==> config.mk <==
export PLATFORM = sky130hd
export DESIGN_NAME = detect_clap
export DESIGN_NICKNAME = d
export VERILOG_FILES = /design/src/rtl/clap_pkg.sv /design/src/rtl/track_noise_floor.sv /design/src/rtl/detect_clap.sv
export SDC_FILE = /design/constraint.sdc
export NUM_CORES = 1
export LEC_CHECK = 0
export ABC_AREA = 1
export CAP_MARGIN = 5
export CORE_AREA = 2 2 83 53
export DETAILED_ROUTE_END_ITERATION = 10
export DIE_AREA = 0 0 85 55
export GPL_TIMING_DRIVEN = 0
export HOLD_SLACK_MARGIN = 0.02
export PLACE_DENSITY = 0.85
export SETUP_SLACK_MARGIN = 0.3
export SYNTH_ARGS = -nofsm -noshare
export SYNTH_HDL_FRONTEND = slang
export SYNTH_SLANG_ARGS = --single-unit
==> constraint.sdc <==
create_clock -name clock -period 3.3 [get_ports clock]
set_input_delay 0.495 -clock clock [delete_from_list [all_inputs] [get_ports clock]]
set_output_delay 0.495 -clock clock [all_outputs]
set_load 0.01 [all_outputs]
==> src/rtl/clap_pkg.sv <==
// Shared state encoding and counter sizing for the double-clap detector.
package clap_pkg;

    localparam int unsigned FCNT_WIDTH  = 16;
    localparam int unsigned STATE_WIDTH = 3;

    typedef enum logic [STATE_WIDTH-1:0] {
        ST_IDLE  = 3'd0,
        ST_PEAK1 = 3'd1,
        ST_GAP   = 3'd2,
        ST_PEAK2 = 3'd3,
        ST_COOL  = 3'd4
    } clap_state_t;

    localparam logic [FCNT_WIDTH-1:0] FCNT_MAX = '1;

endpackage

==> src/rtl/track_noise_floor.sv <==
// Adaptive noise floor: leaky average of quiet frames, 1/16 weight per update.
module track_noise_floor #(
    parameter int unsigned ENERGY_WIDTH = 16
) (
    input  logic                    clock,
    input  logic                    reset,
    input  logic                    update,
    input  logic [ENERGY_WIDTH-1:0] energy_data,
    output logic [ENERGY_WIDTH-1:0] noise_floor
);

    logic [ENERGY_WIDTH-1:0] floor_q;
    logic [ENERGY_WIDTH-1:0] floor_d;

    // floor*15/16 + data/16 can never exceed all-ones, so no saturation needed
    always_comb begin
        floor_d = floor_q;
        if (update) begin
            floor_d = floor_q - (floor_q >> 4) + (energy_data >> 4);
        end
    end

    always_ff @(posedge clock) begin
        if (reset) begin
            floor_q <= '0;
        end else begin
            floor_q <= floor_d;
        end
    end

    assign noise_floor = floor_q;

endmodule

==> src/rtl/detect_clap.sv <==
// Double-clap detector toggling a lamp on each valid clap pair.
// Define DETECT_CLAP_NOISE_FLOOR_EN to raise both thresholds by an adaptive noise floor.
module detect_clap
    import clap_pkg::*;
#(
    parameter int unsigned ENERGY_WIDTH = 16,
    parameter int unsigned TH_HIGH      = 1000,
    parameter int unsigned TH_LOW       = 500,
    parameter int unsigned MIN_GAP      = 2,
    parameter int unsigned MAX_GAP      = 20,
    parameter int unsigned MAX_PEAK     = 4,
    parameter int unsigned COOLDOWN     = 8
) (
    input  logic                    clock,
    input  logic                    reset,
    input  logic [ENERGY_WIDTH-1:0] energy_data,
    input  logic                    energy_valid,
    output logic                    energy_ready,
    output logic                    light,
    output logic                    event_valid,
    input  logic                    event_ready
);

    // Threshold arithmetic is wide enough to hold any 32-bit parameter plus the floor
    localparam int unsigned SW = (ENERGY_WIDTH > 32) ? ENERGY_WIDTH + 1 : 33;
    localparam int unsigned CW = FCNT_WIDTH + 1;
    localparam logic [SW-1:0] E_MAX = (SW'(1) << ENERGY_WIDTH) - SW'(1);

    clap_state_t             state_q;
    clap_state_t             state_d;
    logic [FCNT_WIDTH-1:0]   fcnt_q;
    logic [FCNT_WIDTH-1:0]   fcnt_d;
    logic                    light_q;
    logic                    light_d;
    logic                    event_q;
    logic                    event_d;

    logic                    accept;
    logic                    hi;
    logic                    lo;
    logic [SW-1:0]           th_high;
    logic [SW-1:0]           th_low;
    logic [CW-1:0]           fcnt_p1;

    assign energy_ready = !event_q;
    assign accept       = energy_valid && !event_q;
    assign fcnt_p1      = CW'(fcnt_q) + CW'(1);

`ifdef DETECT_CLAP_NOISE_FLOOR_EN
    logic [ENERGY_WIDTH-1:0] noise_floor;
    logic [SW-1:0]           th_high_sum;
    logic [SW-1:0]           th_low_sum;

    track_noise_floor #(
        .ENERGY_WIDTH (ENERGY_WIDTH)
    ) u_floor (
        .clock       (clock),
        .reset       (reset),
        .update      (accept && (state_q == ST_IDLE) && !hi),
        .energy_data (energy_data),
        .noise_floor (noise_floor)
    );

    assign th_high_sum = SW'(TH_HIGH) + SW'(noise_floor);
    assign th_low_sum  = SW'(TH_LOW) + SW'(noise_floor);
    assign th_high     = (th_high_sum > E_MAX) ? E_MAX : th_high_sum;
    assign th_low      = (th_low_sum > E_MAX) ? E_MAX : th_low_sum;
`else
    assign th_high = SW'(TH_HIGH);
    assign th_low  = SW'(TH_LOW);
`endif

    assign hi = SW'(energy_data) >= th_high;
    assign lo = SW'(energy_data) < th_low;

    // Next state, frame counter, lamp and event flag
    always_comb begin
        state_d = state_q;
        fcnt_d  = fcnt_q;
        light_d = light_q;
        event_d = event_q;

        if (event_q && event_ready) begin
            event_d = 1'b0;
        end

        if (accept) begin
            case (state_q)
                ST_IDLE: begin
                    if (hi) state_d = ST_PEAK1;
                end
                ST_PEAK1: begin
                    if (lo)                               state_d = ST_GAP;
                    else if (fcnt_p1 >= CW'(MAX_PEAK))    state_d = ST_COOL;
                end
                ST_GAP: begin
                    if (hi && (fcnt_q >= FCNT_WIDTH'(MIN_GAP))) state_d = ST_PEAK2;
                    else if (hi)                              state_d = ST_COOL;
                    else if (fcnt_p1 >= CW'(MAX_GAP))         state_d = ST_IDLE;
                end
                ST_PEAK2: begin
                    if (lo) begin
                        state_d = ST_COOL;
                        light_d = !light_q;
                        event_d = 1'b1;
                    end else if (fcnt_p1 >= CW'(MAX_PEAK)) begin
                        state_d = ST_COOL;
                    end
                end
                ST_COOL: begin
                    if (fcnt_p1 >= CW'(COOLDOWN)) state_d = ST_IDLE;
                end
                default: state_d = ST_IDLE;
            endcase

            if (state_d != state_q) begin
                fcnt_d = '0;
            end else if (fcnt_q != FCNT_MAX) begin
                fcnt_d = fcnt_q + FCNT_WIDTH'(1);
            end
        end
    end

    always_ff @(posedge clock) begin
        if (reset) begin
            state_q <= ST_IDLE;
            fcnt_q  <= '0;
            light_q <= 1'b0;
            event_q <= 1'b0;
        end else begin
            state_q <= state_d;
            fcnt_q  <= fcnt_d;
            light_q <= light_d;
            event_q <= event_d;
        end
    end

    assign light       = light_q;
    assign event_valid = event_q;

endmodule

* Word level (Yosys, flattened, before mapping) *
Cells that the tools add are included.

storage, ports and cells
  flip-flop bits (word level) = 21
  bits in latches = 0
  bits in writable memories = 0
  bits in read-only memories = 0
  input port bits = 20
  output and inout bits = 3
  word-level logic and storage cells = 43
  memories = 0

cells by class
  add/subtract/negate cells = 2
  $mul = 0
  divide/modulo/power cells = 0
  $lt $le $gt $ge = 6
  equal/unequal tests = 6
  shifts and indexed selects = 0
  mux-type cells = 16
  bitwise gates (word level) = 0
  reductions and logical operators = 9

operators with widths
  cell                                                    count
  2-to-1 mux 16 bit                                       2
  2-to-1 mux 3 bit                                        9
  adder 16 x 1 -> 17 bit (second input constant)          1
  >= comparator 17 x 3 -> 1 bit (second input constant)   1
  >= comparator 17 x 4 -> 1 bit (second input constant)   1
  >= comparator 17 x 5 -> 1 bit (second input constant)   1
  adder 16 x 1 -> 16 bit (second input constant)          1
  >= comparator 16 x 10 -> 1 bit (second input constant)  1
  >= comparator 16 x 2 -> 1 bit (second input constant)   1
  < comparator 16 x 9 -> 1 bit (second input constant)    1
  != test 16 bit (second input constant)                  1
  one-hot mux 3 bit (5 select lines)                      1
  equality test 3 x 2 -> 1 bit (second input constant)    2
  2-to-1 mux 1 bit                                        4
  equality test 3 x 1 -> 1 bit (second input constant)    1
  equality test 3 bit (second input constant)             1
  logical AND 1 bit                                       3
  zero test 3 bit                                         1
  != test 3 bit                                           1
  AND reduction 3 bit                                     1
  zero test 1 bit                                         2
  AND reduction 2 bit                                     1
  nonzero test 2 bit                                      1

* Longest topological paths before layout *
  word-level depth = 10
  depth in mapped cells = 22
  gate-level depth less buffers = 21

* Worst setup path after synthesis *
OpenSTA, ideal clock, no wires.

  kind = flip-flop to flip-flop
  start point = register fcnt_q[1]
  end point = register fcnt_q[1]
  library setup time = 0.113 ns
  arrival = 2.289 ns
  data required time = 3.187 ns
  slack = 0.898 ns
  cell stages (with the launch flop) = 20
  path buffers = 1
  period minus slack after synthesis = 2.402 ns
  cells stage by stage = dfxtp_1 ha_1 nand2_1 nor2_4 nand2_1 nand2_1 nand2_1 nor2_4 nand2_2 nor2_4 nand3_2 nand2_2 nand3_1 nand2_2 nand2_4 nor2_8 nand3_4 buf_6 a21oi_2 nor2_1

between the ends
  longest elaborated chain between the ends = 10
  elaborated cells on any way between the ends = 22
  those cells by class = 2 x add/sub; 4 x order compare; 2 x eq/ne; 11 x mux; 3 x reduce/logical

ends and longest elaborated chain
  what                                  RTL line            source
  from (decl)                           detect_clap.sv:31   logic [FCNT_WIDTH-1:0] fcnt_q;
  from (signal assigned)                detect_clap.sv:132  fcnt_q <= fcnt_d;
  adder 16 x 1 -> 17 bit                detect_clap.sv:47   assign fcnt_p1 = CW'(fcnt_q) + CW'(1);
  >= comparator 17 x 5 -> 1 bit         detect_clap.sv:99   else if (fcnt_p1 >= CW'(MAX_GAP)) state_d = ST_IDLE;
  2-to-1 mux 3 bit                      detect_clap.sv:99
  2-to-1 mux 3 bit                      detect_clap.sv:98   else if (hi) state_d = ST_COOL;
  2-to-1 mux 3 bit                      detect_clap.sv:97   if (hi && (fcnt_q >= FCNT_WIDTH'(MIN_GAP))) state_d = ST_PEAK2;
  one-hot mux 3 bit (5 select lines)    detect_clap.sv:88   case (state_q)
  2-to-1 mux 3 bit                      detect_clap.sv:87   if (accept) begin
  != test 3 bit                         detect_clap.sv:116  if (state_d != state_q) begin
  nonzero test 2 bit (no source line)   --
  AND reduction 2 bit (no source line)  --

Parallel ways exist; a longest one is shown, timed or not. The select of a mux whose other input is x is not followed.
A chain may end at the register's enable or synchronous reset.

* Worst setup path after layout *
  start point = register fcnt_q[1]
  end point = register fcnt_q[13]

The elaborated chain is that of the path after synthesis.

==> qor.csv <==
stage,metric,value,unit
worst_setup_path,"Largest delay share family, worst path",simple AND/OR/NAND/NOR gates,
routing,final WL,5.84,mm
final_layout,P&R area growth vs syn,17.6,%
routing,Post-route DRC,0,
routing,routed length per instance,13.6,um
die,die area,4680,sq um
worst_setup_path,most frequent CP cell,nand2_1,
routing,via/cell ratio,5.70,
clocking,CTS root buffer,clkbuf_8,
routing,DR WL met2,2.30,mm
die,Ports,23,
routing,router iterations before antenna repair,5,
worst_setup_path,arrival time at the worst endpoint,2.96,ns
die,Rows,18,
worst_setup_path,CP Max Fanout,10,
global_route,number of global-route vias before repair,1962,
final_layout,Register Area,425,sq um
routing,M1 WL,2.85,mm
timing,Rel. slew slack,0.678,
worst_setup_path,flop-to-flop setup slack,0.51,ns
global_route,initial antenna violation count,0,
global_route,first-pass GRT wire length,9.51,mm
final_layout,Final nets,401,
routing,DR vias,2439,
worst_setup_path,worst-path cell chain,ha_2 -> nand3_1 -> nor2_4 -> clkbuf_2 -> buf_4 -> nand4_1 -> nand2_1 -> nor2_1 -> nand2_1 -> nor2_2 -> nand3_1 -> nand2_1 -> inv_1 -> nand2_2 -> nand3_2 -> nand2_1 -> inv_2 -> nand3_4 -> buf_6 -> a21oi_1 -> nor2_1,
worst_setup_path,delay of the slowest critical-path stage,0.39,ns
routing,DRT iter0 DRCs,213,
routing,metal3 WL,633,um
placement,port bufs,20,
power_and_ir_drop,PwrDens,293,nW/um^2
synth,register area share after synthesis,0.201,
global_route,largest net degree at the start of global routing,14,
clocking,Clock Latency Late Sink,0.27,ns
power_and_ir_drop,Peak VDD IR,273,uV
final_layout,layout cells sized above 1,0.159,
worst_setup_path,critical path class,flop to flop,
timing,crit share post-route,0.846,
synth,syn_nets,372,
timing,Final setup viols,0,
power_and_ir_drop,static leakage,1.12,nW
power_and_ir_drop,"Power, Total",0.721,mW
routing,highest routed metal layer,met4,
clocking,Sink Count,21,
clocking,CTS Buf Count,3,
final_layout,area of the multi-input gates,1450,sq um
job,number of max-cap violations,0,
global_route,Total GRT Usage,0.259,
placement,Area after DPL,2350,sq um
timing,final hold slack,0.527,ns
synth,Cell variety after synth,34,
placement,GPL Wtd Cong,0.991,
worst_setup_path,Worst Setup End Kind,flop,
hold_path,Hold Path Stages,2,
worst_setup_path,Critical path buffers and inverters,5,
synth,Gate Count Post-Synth,350,
timing,RSZ-0062 raised after global routing,no,
worst_setup_path,WP data required,3.47,ns
synth,#FFs+latches synth,21,
hold_path,HP Class,flop to flop,
synth,Post-Synthesis Mean Instance Area,5.97,sq um
timing,Final min period,2.79,ns
timing,fin. max-slew vios,0,
clocking,CTS tree,done,
synth,Synth Cell Area,2090,sq um
worst_setup_path,CP max-delay cell,dfxtp_4,
clocking,deepest clock path buffer count,2,
final_layout,Fillers,348,
worst_setup_path,cell depth of the worst setup path,21,
die,initial core utilization,0.530,
final_layout,Antenna diodes,0,
status,outcome,finished clean,
clocking,H-tree depth,1,
timing,setup_tns,0,ns
timing,Final Hold Viols,0,
die,die width,85,um
die,Vert. Die Dim,55,um
worst_setup_path,FF-to-FF path depth,21,
synth,Synth warnings,0,
routing,post-route ant nets,0,
timing,FMAX,358,MHz
timing,final worst clock skew,0.00393,ns
worst_setup_path,critical path startpoint category,flop,
placement,detailed-placement wirelength estimate,4.62,mm
timing,Worst-Margin Slew,0.483,ns
global_route,gr ovfl total,0,
final_layout,final instance area,2460,sq um
die,CORE AREA,3940,sq um
clocking,clock slew at reported path FFs,0.09,ns
==> per-stage QoR <==
stage               std cells  setup WS, ns   util
floorplan                 350         0.898      -
CTS                       424         0.451  0.610
finish                    428         0.509  0.624
global route              428         0.271  0.624
detailed placement        420         0.281  0.597
global placement          420         0.343  0.597
==> cells in the final DEF (no fill, tap or decap), drive strengths merged <==
cell	n
clkdlybuf4s50	20
clkbuf	6
a21oi	17
nand3	37
xnor2	1
nor2	59
dfxtp	21
nor3	4
ha	2
nand2	107
nor4	5
a31oi	1
a211oi	1
nand4	25
clkinv	3
clkinvlp	1
inv	40
o2111ai	1
o21ai	8
o21bai	3
buf	12
xor2	2
or2	1
o31ai	1
==> report_power, final <==
| group | total (mW) | switching (mW) | internal, mW |
|---|---|---|---|
| registers | 0.291 | 0.0229 | 0.268 |
| logic | 0.247 | 0.152 | 0.0952 |
| clock network | 0.183 | 0.0973 | 0.0857 |
| total | 0.721 | 0.272 | 0.449 |
==> kinds of logic (layout without fill, tap and decap cells) <==
| logic type | Yosys count | count (layout) | share of synthesized area |
|---|---|---|---|
| flip-flops | 21 | 21 | 0.201 |
| AO/OA/AOI/OAI | 32 | 32 | 0.0922 |
| AND/OR/NAND/NOR | 238 | 238 | 0.566 |
| XOR/XNOR | 3 | 3 | 0.0126 |
| buffers and inverters | 54 | 82 | 0.116 |
| adder cells (fa/ha/maj) | 2 | 2 | 0.0120 |
==> layout make-up <==
type / instances / share of cell area
multi-input combinational: 275 / 0.590
sequential: 21 / 0.173
timing repair buffer: 24 / 0.0926
inverter: 43 / 0.0656
buffer: 11 / 0.0336
tap: 50 / 0.0254
clock buffer: 3 / 0.0168
clock inverter: 1 / 0.00305
==> cell usage after synthesis, drive strengths merged <==
| library cell | number | area share |
|---|---|---|
| a211oi | 1 | 0.0036 |
| a31oi | 1 | 0.0030 |
| o21ai | 8 | 0.021 |
| xnor2 | 1 | 0.0042 |
| dfxtp | 21 | 0.20 |
| inv | 40 | 0.072 |
| nand4 | 25 | 0.075 |
| o31ai | 1 | 0.0036 |
| nor3 | 4 | 0.0096 |
| clkbuf | 2 | 0.0036 |
| o21bai | 3 | 0.011 |
| ha | 2 | 0.012 |
| xor2 | 2 | 0.0084 |
| or2 | 1 | 0.0030 |
| o2111ai | 1 | 0.0042 |
| nand3 | 37 | 0.12 |
| a21oi | 17 | 0.046 |
| nor4 | 5 | 0.015 |
| clkinv | 3 | 0.0054 |
| nand2 | 107 | 0.21 |
| buf | 9 | 0.035 |
| nor2 | 59 | 0.14 |
==> registers in the layout, indices dropped and copies added, names as in the netlist <==
name	count
event_valid	1
fcnt_q	16
light	1
state_q	3
==> worst min-delay path, stage by stage (launching register included) <==
cell,delay [ns]
dfxtp_2,0.35
a21oi_2,0.10
nor2_1,0.05
==> per-layer routing <==
metal / global-route usage / vias up
li1: - / 1200
met1: 0.388 / 1096
met2: 0.380 / 132
met3: 0.0623 / 11
met4: 0.0423 / 0
met5: 0 / -
==> path summary, 6_finish.rpt <==
kind              startpoint         end
setup / recovery   fcnt_q[1]  fcnt_q[13]
hold / removal     fcnt_q[0]   fcnt_q[0]
setup reg to reg   fcnt_q[1]  fcnt_q[13]
hold reg to reg    fcnt_q[0]   fcnt_q[0]
==> timing repair <==
item,4_1_cts,5_1_grt
gates resized for setup,0,11
hold buffers,0,0
setup buffers,0,4
setup endpoints to repair,0,16
Power figures use the tool's default switching activity.
